[src/rtl/l2c_tag_arb.sv]
// L2C tag-array access controller: arbitrates fill and CPU requests onto the single
// tag-array port and returns each result as a one-cycle response pulse.
module l2c_tag_arb (
   input  logic        Clk,
   input  logic        Reset,
   input  logic        i_fill_check_req,
   input  logic        i_fill_set_req,
   input  logic [31:0] i_fill_adr,
   input  logic [2:0]  i_fill_set_way,
   output logic        o_fill_success,
   output logic        o_fill_fail,
   output logic [2:0]  o_fill_way,
   input  logic        i_cpu_req,
   input  logic [31:0] i_cpu_adr,
   output logic        o_cpu_ack,
   output logic        o_cpu_hit,
   output logic [2:0]  o_cpu_way,
   output logic        o_tag_req,
   output logic [1:0]  o_tag_op,
   output logic [31:0] o_tag_adr,
   output logic [2:0]  o_tag_way,
   input  logic        i_tag_ack,
   input  logic        i_tag_hit,
   input  logic [2:0]  i_tag_way,
   input  logic        i_tag_victim_dirty,
   output logic        o_wb_req,
   output logic [8:0]  o_wb_set,
   output logic [2:0]  o_wb_way,
   input  logic        i_wb_ack_broadcast
);

   localparam int unsigned ADR_W    = 32;
   localparam int unsigned WAY_W    = 3;
   localparam int unsigned SET_W    = 9;
   localparam int unsigned OP_W     = 2;
   localparam int unsigned LINE_LSB = 6;
   localparam int unsigned LINE_W   = ADR_W - LINE_LSB;

   localparam logic [OP_W-1:0] OP_LOOKUP = 2'b00;
   localparam logic [OP_W-1:0] OP_ALLOC  = 2'b01;
   localparam logic [OP_W-1:0] OP_SET    = 2'b10;

   typedef enum logic [1:0] {ST_IDLE, ST_REQ, ST_RESP} state_t;

   state_t              state, state_d;
   logic                rr_cpu_last, rr_cpu_last_d;
   logic                pend_vld, pend_vld_d;
   logic [LINE_W-1:0]   pend_adr, pend_adr_d;
   logic                wb_busy, wb_busy_d;

   logic                tag_req_d;
   logic [OP_W-1:0]     tag_op_d;
   logic [ADR_W-1:0]    tag_adr_d;
   logic [WAY_W-1:0]    tag_way_d;
   logic                fill_success_d, fill_fail_d, cpu_ack_d, cpu_hit_d, wb_req_d;
   logic [WAY_W-1:0]    fill_way_d, cpu_way_d, wb_way_d;
   logic [SET_W-1:0]    wb_set_d;

   logic                cpu_elig, chk_elig;

   // CPU lookups to a line whose fill is in flight must wait for the tag set
   assign cpu_elig = i_cpu_req && !(pend_vld && (i_cpu_adr[ADR_W-1:LINE_LSB] == pend_adr));
   assign chk_elig = i_fill_check_req && !wb_busy;

   always_comb begin
      state_d        = state;
      rr_cpu_last_d  = rr_cpu_last;
      pend_vld_d     = pend_vld;
      pend_adr_d     = pend_adr;
      wb_busy_d      = wb_busy && !i_wb_ack_broadcast;
      tag_req_d      = o_tag_req;
      tag_op_d       = o_tag_op;
      tag_adr_d      = o_tag_adr;
      tag_way_d      = o_tag_way;
      fill_success_d = 1'b0;
      fill_fail_d    = 1'b0;
      fill_way_d     = '0;
      cpu_ack_d      = 1'b0;
      cpu_hit_d      = 1'b0;
      cpu_way_d      = '0;
      wb_req_d       = 1'b0;
      wb_set_d       = '0;
      wb_way_d       = '0;

      case (state)
         ST_IDLE: begin
            if (i_fill_set_req || chk_elig || cpu_elig) begin
               state_d   = ST_REQ;
               tag_req_d = 1'b1;
               if (i_fill_set_req) begin
                  tag_op_d  = OP_SET;
                  tag_adr_d = i_fill_adr;
                  tag_way_d = i_fill_set_way;
               end else if (chk_elig && (!cpu_elig || rr_cpu_last)) begin
                  tag_op_d      = OP_ALLOC;
                  tag_adr_d     = i_fill_adr;
                  tag_way_d     = '0;
                  rr_cpu_last_d = 1'b0;
               end else begin
                  tag_op_d      = OP_LOOKUP;
                  tag_adr_d     = i_cpu_adr;
                  tag_way_d     = '0;
                  rr_cpu_last_d = 1'b1;
               end
            end
         end
         ST_REQ: begin
            if (i_tag_ack) begin
               state_d   = ST_RESP;
               tag_req_d = 1'b0;
               tag_op_d  = '0;
               tag_adr_d = '0;
               tag_way_d = '0;
               case (o_tag_op)
                  OP_LOOKUP: begin
                     cpu_ack_d = 1'b1;
                     cpu_hit_d = i_tag_hit;
                     cpu_way_d = i_tag_hit ? i_tag_way : '0;
                  end
                  OP_ALLOC: begin
                     fill_way_d = i_tag_way;
                     if (i_tag_victim_dirty) begin
                        // a new dirty victim overrides a coincident writeback ack
                        fill_fail_d = 1'b1;
                        wb_req_d    = 1'b1;
                        wb_set_d    = o_tag_adr[LINE_LSB +: SET_W];
                        wb_way_d    = i_tag_way;
                        wb_busy_d   = 1'b1;
                     end else begin
                        fill_success_d = 1'b1;
                        pend_vld_d     = 1'b1;
                        pend_adr_d     = o_tag_adr[ADR_W-1:LINE_LSB];
                     end
                  end
                  OP_SET: begin
                     fill_success_d = 1'b1;
                     fill_way_d     = o_tag_way;
                     pend_vld_d     = 1'b0;
                  end
                  default: ;
               endcase
            end
         end
         ST_RESP: state_d = ST_IDLE;
         default: state_d = ST_IDLE;
      endcase
   end

   always_ff @(posedge Clk) begin
      if (Reset) begin
         state          <= ST_IDLE;
         rr_cpu_last    <= 1'b1;
         pend_vld       <= 1'b0;
         pend_adr       <= '0;
         wb_busy        <= 1'b0;
         o_tag_req      <= 1'b0;
         o_tag_op       <= '0;
         o_tag_adr      <= '0;
         o_tag_way      <= '0;
         o_fill_success <= 1'b0;
         o_fill_fail    <= 1'b0;
         o_fill_way     <= '0;
         o_cpu_ack      <= 1'b0;
         o_cpu_hit      <= 1'b0;
         o_cpu_way      <= '0;
         o_wb_req       <= 1'b0;
         o_wb_set       <= '0;
         o_wb_way       <= '0;
      end else begin
         state          <= state_d;
         rr_cpu_last    <= rr_cpu_last_d;
         pend_vld       <= pend_vld_d;
         pend_adr       <= pend_adr_d;
         wb_busy        <= wb_busy_d;
         o_tag_req      <= tag_req_d;
         o_tag_op       <= tag_op_d;
         o_tag_adr      <= tag_adr_d;
         o_tag_way      <= tag_way_d;
         o_fill_success <= fill_success_d;
         o_fill_fail    <= fill_fail_d;
         o_fill_way     <= fill_way_d;
         o_cpu_ack      <= cpu_ack_d;
         o_cpu_hit      <= cpu_hit_d;
         o_cpu_way      <= cpu_way_d;
         o_wb_req       <= wb_req_d;
         o_wb_set       <= wb_set_d;
         o_wb_way       <= wb_way_d;
      end
   end

endmodule
[config.mk]
export PLATFORM = sky130hd
export DESIGN_NAME = l2c_tag_arb
export DESIGN_NICKNAME = d
export VERILOG_FILES = /design/src/rtl/l2c_tag_arb.sv
export SDC_FILE = /design/constraint.sdc
export NUM_CORES = 1
export LEC_CHECK = 0
export CORE_MARGIN = 1.5
export CORE_UTILIZATION = 25
export DETAILED_ROUTE_END_ITERATION = 7
export GPL_TIMING_DRIVEN = 0
export PLACE_DENSITY = 0.57
export SKIP_CTS_REPAIR_TIMING = 1
export SYNTH_ARGS = -nofsm -noshare
export SYNTH_HDL_FRONTEND = slang
export SYNTH_SLANG_ARGS = --single-unit
export TNS_END_PERCENT = 20
[constraint.sdc]
create_clock -name Clk -period 3.21 [get_ports Clk]
set_clock_uncertainty 0.05 [all_clocks]
set_input_delay 0.963 -clock Clk [delete_from_list [all_inputs] [get_ports Clk]]
set_output_delay 0.963 -clock Clk [all_outputs]
set_load 0.005 [all_outputs]
# Word-level counts from Yosys, hierarchy flattened
# Cells that the tools add are included.
[op_classes]
n_eq_ne = 7
muxes = 32
bitwise = 7
reduce_logical = 26
[ops]
columns = ["op", "count"]
rows = [
  ["two-way mux 32 bit", 4],
  ["one-hot mux 32 bit (2 select lines)", 1],
  ["== test 26 bit", 1],
  ["two-way mux 1 bit", 12],
  ["one-hot mux 3 bit (2 select lines)", 2],
  ["two-way mux 2 bit", 5],
  ["OR reduction 5 bit", 2],
  ["two-way mux 3 bit", 3],
  ["one-hot mux 2 bit (2 select lines)", 2],
  ["AND reduction 4 bit", 2],
  ["OR reduction 4 bit", 2],
  ["NOT 1 bit", 7],
  ["inequality test 2 bit (second input constant)", 3],
  ["one-hot mux 1 bit (2 select lines)", 3],
  ["AND reduction 3 bit", 2],
  ["logical AND 1 bit", 5],
  ["== test 2 x 1 -> 1 bit (second input constant)", 2],
  ["zero test 1 bit", 4],
  ["zero test 2 bit", 2],
  ["nonzero test 2 bit", 2],
  ["logical OR 1 bit", 3],
  ["OR reduction 3 bit", 1],
  ["== test 2 bit (second input constant)", 1],
  ["AND reduction 2 bit", 1],
]
[word_totals]
reg_bits = 91
inputBits = 79
output_inout_bits = 61
elab_cells = 89

# Longest topological paths before layout
# Gate-level depths: netlist of run 1.
[depth]
word_depth = 11
ltp_mapped = 9
ltp_nobuf = 6

# Least setup slack after synthesis of run 1
# OpenSTA, ideal clock, no wires.
[synth_timing]
path_type = "input port to flip-flop"
from = "input i_cpu_adr[15]"
to = "register o_tag_adr[0]"
t_arrival_ns = 2.260
t_required_ns = 3.045
path_slack_ns = 0.786
cell_stages = 9
path_buffers = 3
cell_sequence = "xnor2_1 nand4_1 nor4_4 a21o_1 buf_6 or2_4 buf_12 buf_12 o2bb2ai_2"
[synth_via]
elab_chain_len = 11
elab_cells_between_ends = 14
classes_between = "2 x eq/ne; 4 x mux; 8 x reduce/logical"
[synth_lines]
columns = ["element", "line", "text"]
rows = [
  ["start: declaration", "14", "input logic [31:0] i_cpu_adr,"],
  ["== test 26 bit *", "62", "assign cpu_elig = i_cpu_req && !(pend_vld && (i_cpu_adr[ADR_W-1:LINE_LSB] == pend_adr));"],
  ["logical AND 1 bit *", "62", ""],
  ["zero test 1 bit *", "62", ""],
  ["logical AND 1 bit *", "62", ""],
  ["zero test 1 bit", "94", "end else if (chk_elig && (!cpu_elig || rr_cpu_last)) begin"],
  ["logical OR 1 bit", "94", ""],
  ["logical AND 1 bit", "94", ""],
  ["two-way mux 32 bit", "94", ""],
  ["two-way mux 32 bit", "90", "if (i_fill_set_req) begin"],
  ["two-way mux 32 bit", "87", "if (i_fill_set_req || chk_elig || cpu_elig) begin"],
  ["one-hot mux 32 bit (2 select lines)", "85", "case (state)"],
  ["end signal: assignment", "177", "o_tag_adr <= tag_adr_d;"],
  ["end: declaration", "20", "output logic [31:0] o_tag_adr,"],
]
# Every way passes the cells marked *; elsewhere a longest branch is shown, timed or not. The select of a mux whose other input is x is not followed.
# A chain may end at the register's enable or synchronous reset.

# Worst setup path after layout of run 1
[layout_timing]
from = "input i_cpu_adr[25]"
to = "register o_tag_adr[20]"
# The elaborated chain is that of the path after synthesis.

==> results of run 1 <==
-- Yosys cell counts (all sizes together) --
library cell / instances / area [um2]
inv: 4 / 15.01
nand3b: 1 / 7.510
nor2: 7 / 26.28
or3: 2 / 12.51
nand3: 9 / 45.04
nand2b: 3 / 18.77
mux2i: 32 / 320.3
dfxtp: 91 / 1822
ha: 3 / 37.54
xnor2: 26 / 227.7
nand2: 57 / 214.0
clkbuf: 8 / 30.03
nor4: 3 / 40.04
nand4: 6 / 37.54
o2bb2ai: 32 / 468.0
and2: 16 / 100.1
or2: 2 / 15.02
a22oi: 3 / 22.52
o21ai: 3 / 15.01
or3b: 1 / 8.760
and3: 1 / 6.260
buf: 17 / 222.7
a211oi: 1 / 12.51
a21oi: 37 / 185.2
nor3: 1 / 5.000
and3b: 1 / 8.760
a21o: 3 / 22.52
-- kinds of logic after synthesis --
group	share of synthesized area
and+or+nand+nor	0.1382
DFF	0.4616
AOI/OAI and AO/OA	0.1839
muxes	0.08117
buffers and inverters	0.06785
xor gates and xnor gates	0.05770
adders and majority gates	0.009513
-- cell type report --
cell class,instances,area share
multi-input cells,250,0.3134
inverters,4,0.002534
flip-flops and latches,91,0.3075
well taps,211,0.04456
repair buffers,138,0.2332
clock inverters,6,0.01584
clock buffers,10,0.04034
plain buffers,25,0.04266
-- sequential cells by signal (all words and copies together), names as in the netlist --
| signal | flops |
|---|---|
| o_tag_adr | 32 |
| pend_adr | 26 |
| o_wb_set | 9 |
| o_cpu_way | 3 |
| o_fill_way | 3 |
| o_tag_way | 3 |
| o_wb_way | 3 |
| o_tag_op | 2 |
| state | 2 |
| o_cpu_ack | 1 |
| o_cpu_hit | 1 |
| o_fill_success | 1 |
| o_tag_req | 1 |
| o_wb_req | 1 |
| pend_vld | 1 |
| rr_cpu_last | 1 |
| wb_busy | 1 |
-- stage by stage --
step | TNS [ns] | instances | power (mW)
6_report | 0 | 735 | 2.865
5_1_grt | 0 | 735 | 3.001
4_1_cts | 0 | 735 | 2.916
3_5_place_dp | -2.580 | 719 | 1.726
3_3_place_gp | -2.149 | 719 | 1.720
2_1_floorplan | 0 | 370 | 1.467
-- critical path: stages --
cell	delay [ns]
clkdlybuf4s50_1	0.45
xnor2_1	0.27
nand4_1	0.24
nor4_4	0.37
a21o_1	0.20
buf_6	0.14
or2_4	0.13
buf_12	0.12
buf_12	0.14
o2bb2ai_2	0.07
-- where the power goes --
group | leakage, nW | internal, mW | switching (mW) | total (mW)
Sequential | 0.741 | 1.18 | 0.0491 | 1.23
Clock | 0.160 | 0.712 | 0.459 | 1.17
Combinational | 1.17 | 0.281 | 0.183 | 0.464
-- final timing paths --
| path | from | end | slack, ns |
|---|---|---|---|
| worst max register to register | pend_adr[2]$_SDFFE_PP0P_ | o_tag_adr[20]$_SDFFE_PP0P_ | 1.02 |
| worst min register to register | wb_busy$_SDFF_PP0_ | wb_busy$_SDFF_PP0_ | 0.41 |
| worst max-delay path | i_cpu_adr[25] | o_tag_adr[20]$_SDFFE_PP0P_ | 0.27 |
| worst min-delay path | wb_busy$_SDFF_PP0_ | wb_busy$_SDFF_PP0_ | 0.41 |
-- layer usage --
metal | GRT usage | wire, um
met1 | 0.1674 | 4985
met2 | 0.2290 | 5129
met3 | 0.05156 | 786
met4 | 0.04230 | 160
met5 | 0 | 0
==> results.tsv, run 1 <==
stage	metric	value	unit
routing	drt-total-wl	11.06	mm
run	drv_cap	0	
die	ios	140	
sta	finalSetupViolations	0	
cts	clkTransAtPathRegs	0.07	ns
hold_path	hold_path.class	flop to flop	
layout	antenna_cells	0	
routing	drc	0	
sta	rsz0062_at_grt	no	
layout	final_area	5924	um2
logic_synthesis	syn-instance-count	370	
cts	cts_root_buffer	clkbuf_16	
place	placed_area	5592	um2
logic_synthesis	ys_ff_latch	91	
run_status	status	finished clean	
setup_path	cp-start-kind	primary input	
routing	drt-pass1-iter-count	4	
die	start_util	0.2577	
place	pre_cts_slack	-0.09118	ns
routing	postRouteAntennaNets	0	
routing	vias	3154	
die	fp.dieH	128.6	um
setup_path	r2r_cells	9	
sta	finalHoldViolCount	0	
logic_synthesis	synth-seq-area-share	0.4616	
sta	slew_headroom	0.5112	
sta	slew_viol_final	0	
die	fp.dieW	128.6	um
sta	period_share	0.9168	
setup_path	cp_max_fo	10	
cts	cts_buffers	9	
routing	viasPerCell	4.291	
setup_path	crit_type	primary input to flop	
logic_synthesis	synthesis.nets	452	
layout	layout_common_cells	clkdlybuf4s50_1 (138), dfxtp_1 (91), nand2_1 (57)	
cts	clockBufferDepth	2	
logic_synthesis	synth.distinct_cells	35	
routing	dr.first_iter.drc_count	62	
sta	worst_pin_slew	0.7305	ns
global_route	grt_pass1_vias	3306	
layout	drive_gt1_frac	0.1298	
cts	insertion_delay	0.35	ns
routing	avgRoutedWirePerCell	15.05	um
sta	fmax	339.8	MHz
layout	syn_to_final_growth	50.13	%
layout	final_util	0.3868	
global_route	track_usage	0.1384	
global_route	grt_max_degree	17	
cts	numClockSinks	91	
logic_synthesis	avgSynthCellArea	10.67	um2
setup_path	crit_required	3.40	ns
logic_synthesis	syn_area	3946	um2
logic_synthesis	yosys_warnings	0	
setup_path	worstPathArrival	3.13	ns
die	dieArea	16550	um2
cts	htreeDepth	3	
power	power.density	483.6	nW/um2
layout	seqCellArea	1822	um2
layout	multiInputGateArea	1857	um2
layout	mostFrequentLayoutCell	clkdlybuf4s50_1	
layout	nNetsFinal	601	
die	rows	45	
global_route	grt_pass1_wl	17.19	mm
power	leakage	2.072	nW
global_route	antenna_found_initial	0	
sta	timing.final.ws_setup	0.2671	ns
place	globalplace.congestion	0.7753	
layout	fillers	1539	
cts	cts_tree	yes	
setup_path	endpoint_kind	flop	
sta	post-route-min-period	2.943	ns
place	hpwl	8.575	mm
global_route	overflow	0	
place	io_buffers	138	
die	core	15310	um2
hold_path	hold_path_depth	1	
power	peakVddDrop	0.0003308	V
sta	hold_slack	0.4104	ns
No activity file was read; power rests on OpenSTA's default activity.
==> run 2: changes to the inputs <==
--- a/config.mk
+++ b/config.mk
@@ -5,11 +5,14 @@
 export SDC_FILE = /design/constraint.sdc
 export NUM_CORES = 1
 export LEC_CHECK = 0
+export CELL_PAD_IN_SITES_DETAIL_PLACEMENT = 0
+export CELL_PAD_IN_SITES_GLOBAL_PLACEMENT = 1
 export CORE_MARGIN = 1.5
 export CORE_UTILIZATION = 25
 export DETAILED_ROUTE_END_ITERATION = 7
 export GPL_TIMING_DRIVEN = 0
-export PLACE_DENSITY = 0.57
+export PLACE_DENSITY = 0.69
+export RECOVER_POWER = 100
 export SKIP_CTS_REPAIR_TIMING = 1
 export SYNTH_ARGS = -nofsm -noshare
 export SYNTH_HDL_FRONTEND = slang
==> run 2 against run 1 <==
Net effect: fmax about the same; flip-flop and latch count did not move; first-iteration DRC count grew 61%; non-clock buffer count unchanged; critical endpoint is now pend_adr[1]$_SDFFE_PP0P_; largest power group unchanged.
==> results.tsv, run 2 (synthesis gave the netlist of run 1 again) <==
stage	metric	value	unit
sta	fmax	339.8	MHz
sta	period_share	0.9167	
hold_path	worstHoldStart	o_tag_req$_SDFFE_PP0P_	
run_status	status	finished clean	
hold_path	whs_endpoint	o_tag_req$_SDFFE_PP0P_	
sta	rsz0062_at_grt	no	
power	peakVddDrop	0.0002569	V
cts	cts_buffers	9	
routing	highest_layer	met4	
setup_path	cp_max_fo	10	
place	hpwl	8.536	mm
die	start_util	0.2577	
layout	drive_gt1_frac	0.07443	
routing	routed-wl-met3	704	um
setup_path	reg2reg_from	state[1]$_SDFFE_PP0P_	
global_route	grt_pass1_wl	16.77	mm
layout	regMostFlops	o_tag_adr	
run	drv_cap	0	
routing	drc	0	
routing	wl_met2	5.239	mm
setup_path	cp_slowest_cell	nor2_1	
setup_path	cpLargestDelayFamily	buffers and inverters	
setup_path	endpoint_kind	flop	
global_route	antenna_found_initial	0	
sta	slew_viol_final	0	
layout	mostFrequentLayoutCell	dfxtp_1	
setup_path	worstPathArrival	3.16	ns
setup_path	r2r_cells	6	
setup_path	cp-start-kind	primary input	
global_route	grt_pass1_vias	3140	
power	leakage	2.154	nW
power	power.density	467.7	nW/um2
layout	antenna_cells	0	
die	core	15310	um2
sta	fin_setup_tns	0	ns
global_route	grt_max_degree	15	
routing	drt-total-wl	11.09	mm
place	globalplace.congestion	0.7635	
die	ios	140	
layout	instances_no_fill	735	
die	rows	45	
place	placed_area	5592	um2
sta	slew_headroom	0.4801	
cts	clkTransAtPathRegs	0.06	ns
routing	avgRoutedWirePerCell	15.09	um
sta	worst_pin_slew	0.7770	ns
setup_path	cp_slowest_stage_delay	0.66	ns
hold_path	hold_path_depth	2	
layout	nNetsFinal	601	
routing	postRouteAntennaNets	0	
setup_path	path_cells	dlygate4sd3_1 -> nand3b_1 -> clkbuf_1 -> nor2_1 -> clkbuf_2 -> nand2_1 -> a21oi_1	
routing	viasPerCell	4.280	
layout	top_regs	o_tag_adr: 32 flops, pend_adr: 26 flops, o_wb_set: 9 flops	
place	placed_cells	719	
routing	vias	3146	
layout	layout_common_cells	dfxtp_1 (91), clkdlybuf4s50_1 (75), dlygate4sd3_1 (63)	
layout	final_util	0.3728	
setup_path	crit_required	3.43	ns
layout	largest_register_ffs	32	
sta	timing.final.ws_setup	0.2673	ns
global_route	track_usage	0.1354	
die	fp.dieH	128.6	um
setup_path	crit_type	primary input to flop	
cts	insertion_delay	0.34	ns
routing	drt-pass1-iter-count	4	
cts	cts_root_buffer	clkbuf_16	
routing	dr.first_iter.drc_count	100	
setup_path	regToRegSetupSlack	1.04	ns
setup_path	critPathBufInv	3	
place	pre_cts_slack	-0.1266	ns
routing	wl_met1	5.049	mm
sta	finalSetupViolations	0	
cts	clockBufferDepth	2	
sta	finalHoldViolCount	0	
die	fp.dieW	128.6	um
die	dieArea	16550	um2
sta	post-route-min-period	2.943	ns
layout	syn_to_final_growth	44.67	%
global_route	overflow	0	
setup_path	r2r-end	pend_adr[1]$_SDFFE_PP0P_	
cts	numClockSinks	91	
cts	cts_tree	yes	
layout	final_area	5709	um2
cts	htreeDepth	3	
hold_path	hold_path.class	flop to flop	
place	io_buffers	138	
-- run 2: worst reg2reg max path, cell delays in order, from the launching register on --
cell and delay (ns):
dfxtp_1 0.32, nand3b_1 0.22, clkbuf_1 0.25, nor2_1 0.66
clkbuf_2 0.38, nand2_1 0.09, a21oi_1 0.13
-- run 2: metal layers --
metal	up-vias	GRT usage
met2	106	0.2284
met5	-	0
li1	1585	-
met4	0	0.03173
met1	1447	0.1659
met3	8	0.04699
-- run 2: stage by stage --
| step | hold WS, ns | power, mW |
|---|---|---|
| floorplan | 0.3676 | 1.467 |
| global placement | 0.3746 | 1.720 |
| CTS | 0.4116 | 2.772 |
| finish | 0.4050 | 2.670 |
| global route | 0.4288 | 2.796 |
| detailed placement | 0.3964 | 1.726 |
-- run 2: layout make-up --
cell class / count / area (um2)
plain buffers: 25 / 252.7
clock buffers: 11 / 232.7
clock inverters: 5 / 53.80
fillers: 1603 / 9605
inverters: 4 / 15.01
multi-input cells: 250 / 1688
flip-flops and latches: 91 / 1822
well taps: 211 / 264.0
repair buffers: 138 / 1381
-- run 2: how the worst max path moves through the flow --
stage,start,end,slack (ns),cells after the start
6_report,i_tag_ack,pend_adr[1]$_SDFFE_PP0P_,0.27,7
5_1_grt,i_tag_ack,pend_adr[23]$_SDFFE_PP0P_,0.09,7
3_3_place_gp,i_cpu_adr[25],o_tag_adr[18]$_SDFFE_PP0P_,-0.10,10
3_5_place_dp,i_cpu_adr[25],o_tag_adr[4]$_SDFFE_PP0P_,-0.13,10
2_1_floorplan,i_cpu_adr[15],o_tag_adr[0]$_SDFFE_PP0P_,0.79,9
4_1_cts,i_cpu_adr[25],o_tag_adr[15]$_SDFFE_PP0P_,0.24,10
-- run 2: power by group --
| part | leakage, nW | switching, mW | total (mW) | internal [mW] |
|---|---|---|---|---|
| combinational | 1.27 | 0.167 | 0.417 | 0.250 |
| clock | 0.143 | 0.430 | 1.03 | 0.601 |
| sequential | 0.741 | 0.0412 | 1.22 | 1.18 |
| total | 2.15 | 0.638 | 2.67 | 2.03 |
==> run 3: changes to the inputs <==
==> config.mk (replaced) <==
export PLATFORM = sky130hd
export DESIGN_NAME = l2c_tag_arb
export DESIGN_NICKNAME = d
export VERILOG_FILES = /design/src/rtl/l2c_tag_arb.sv
export SDC_FILE = /design/constraint.sdc
export NUM_CORES = 1
export LEC_CHECK = 0
export CELL_PAD_IN_SITES_DETAIL_PLACEMENT = 1
export CELL_PAD_IN_SITES_GLOBAL_PLACEMENT = 2
export CORE_MARGIN = 1.5
export CORE_UTILIZATION = 25
export DETAILED_ROUTE_END_ITERATION = 7
export GPL_TIMING_DRIVEN = 0
export PLACE_DENSITY = 0.81
export RECOVER_POWER = 50
export SKIP_CTS_REPAIR_TIMING = 1
export SYNTH_ARGS = -nofsm -noshare
export SYNTH_HDL_FRONTEND = slang
export SYNTH_SLANG_ARGS = --single-unit
export TNS_END_PERCENT = 20
==> run 3 against run 2 <==
Net effect: hold slack worse by 0.0034 ns; fmax down 0.43%; global-route usage rose by 1.1 points; sequential share of layout area is 1.1 points lower; via count increased by 0.38%; final area up 3.6%; non-clock buffer count unchanged.
==> results.tsv, run 3 (synthesis gave the netlist of run 1 again) <==
stage	metric	value	unit
setup_path	endpoint_kind	flop	
routing	drt-pass1-iter-count	4	
die	start_util	0.2577	
setup_path	path_cells	clkdlybuf4s50_1 -> xnor2_1 -> nand4_1 -> nor4_4 -> a21o_1 -> buf_6 -> or2_4 -> buf_12 -> buf_12 -> o2bb2ai_2	
power	leakage	2.230	nW
power	p_switching	708.7	uW
power	power_frac_comb	0.158	
layout	largest_register_ffs	32	
setup_path	cp_common_cell	buf_12	
sta	fmax	338.4	MHz
cts	numClockSinks	91	
routing	vias	3158	
routing	dr.first_iter.drc_count	55	
power	seq_power_share	0.433	
die	core	15310	um2
cts	cts_buffers	9	
cts	htreeDepth	3	
routing	viasPerCell	4.297	
cts	clockBufferDepth	2	
layout	layout_common_cells	dfxtp_1 (91), clkdlybuf4s50_1 (76), dlygate4sd3_1 (62)	
hold_path	hold_path.class	flop to flop	
layout	drive_gt1_frac	0.1298	
global_route	grt_pass1_vias	3433	
layout	antenna_cells	0	
setup_path	worstPathArrival	3.15	ns
setup_path	cp-start-kind	primary input	
run	drv_cap	0	
sta	timing.final.ws_setup	0.2546	ns
die	rows	45	
layout	mostFrequentLayoutCell	dfxtp_1	
setup_path	cp_slowest_cell	clkdlybuf4s50_1	
routing	postRouteAntennaNets	0	
die	fp.dieW	128.6	um
routing	highest_layer	met4	
power	peakVddDrop	0.0002391	V
cts	clkTransAtPathRegs	0.07	ns
run_status	status	finished clean	
global_route	track_usage	0.1465	
layout	nNetsFinal	601	
power	clkPwrFrac	0.409	
die	dieArea	16550	um2
sta	slew_headroom	0.5557	
routing	drc	0	
sta	finalHoldViolCount	0	
sta	post-route-min-period	2.955	ns
die	ios	140	
die	fp.dieH	128.6	um
place	pre_cts_slack	-0.1651	ns
place	io_buffers	138	
cts	cts_tree	yes	
sta	period_share	0.9207	
global_route	overflow	0	
routing	wl_met2	5.736	mm
routing	drt-total-wl	11.81	mm
power	p_int	2.130	mW
sta	hold_slack	0.4016	ns
sta	rsz0062_at_grt	no	
sta	slew_viol_final	0	
layout	regMostFlops	o_tag_adr	
cts	cts_root_buffer	clkbuf_16	
power	power.density	479.8	nW/um2
cts	insertion_delay	0.35	ns
place	hpwl	9.167	mm
global_route	grt_max_degree	17	
setup_path	cp_slowest_stage_delay	0.45	ns
routing	avgRoutedWirePerCell	16.07	um
sta	finalSetupViolations	0	
routing	wl_met1	5.098	mm
place	globalplace.congestion	0.7384	
routing	routed-wl-met3	871	um
layout	top_regs	o_tag_adr: 32 flops, pend_adr: 26 flops, o_wb_set: 9 flops	
power	switching_share	0.2496	
setup_path	crit_required	3.40	ns
global_route	grt_pass1_wl	18.27	mm
setup_path	cp_max_fo	10	
layout	final_util	0.3864	
layout	syn_to_final_growth	49.94	%
global_route	antenna_found_initial	0	
sta	worst_pin_slew	0.6652	ns
setup_path	crit_type	primary input to flop	
==> run 3: cell types whose count changed in the layout (fill, tap and decap cells not counted), sizes merged <==
cell,change
buf,+2
bufinv,+1
clkbuf,-4
clkdlybuf4s50,+1
clkinv,-3
clkinvlp,+3
dlygate4sd3,-1
inv,+1
==> run 3: layout make-up <==
type,count,area (um2)
clock buffer,9,225.2
clock inverter,7,100.1
multi-input combinational,250,1857
buffer,25,252.7
sequential,91,1822
inverter,4,15.01
fill,1743,9398
tap,211,264.0
timing repair buffer,138,1381
==> run 3: worst max-delay path, delay by kind of cell <==
family	cells	cell delay, ns
AO/OA/AOI/OAI	2	0.27
AND/OR/NAND/NOR	3	0.76
XOR/XNOR	1	0.30
buffers and inverters	4	0.86
==> run 3: through the flow <==
stage	setup TNS [ns]	instance area, um2	power [mW]	cells
final	0	5917	2.839	735
after global routing	0	5917	2.960	735
after CTS	0	5917	2.906	735
after detailed placement	-4.727	5592	1.731	719
after global placement	-2.671	5592	1.721	719
after floorplan	0	3946	1.467	370
==> run 3: final timing paths <==
check,to,from,slack [ns],cells past startpoint
max,o_tag_adr[18]$_SDFFE_PP0P_,i_cpu_adr[25],0.25,10
min reg2reg,wb_busy$_SDFF_PP0_,wb_busy$_SDFF_PP0_,0.40,1
min,wb_busy$_SDFF_PP0_,wb_busy$_SDFF_PP0_,0.40,1
max reg2reg,o_tag_adr[18]$_SDFFE_PP0P_,pend_adr[19]$_SDFFE_PP0P_,1.00,9
==> run 3: metal layers <==
metal	vias up	global-route usage
met5	-	0
met1	1467	0.1723
met3	8	0.05405
li1	1583	-
met2	100	0.2523
met4	0	0.03767
==> run 3: power by group through the flow <==
stage | registers [mW] | clock network, mW | logic (mW)
2_1_floorplan | 1.25 | 0 | 0.217
3_3_place_gp | 1.25 | 0 | 0.466
3_5_place_dp | 1.26 | 0 | 0.475
4_1_cts | 1.23 | 1.20 | 0.477
5_1_grt | 1.24 | 1.24 | 0.486
6_report | 1.23 | 1.16 | 0.448
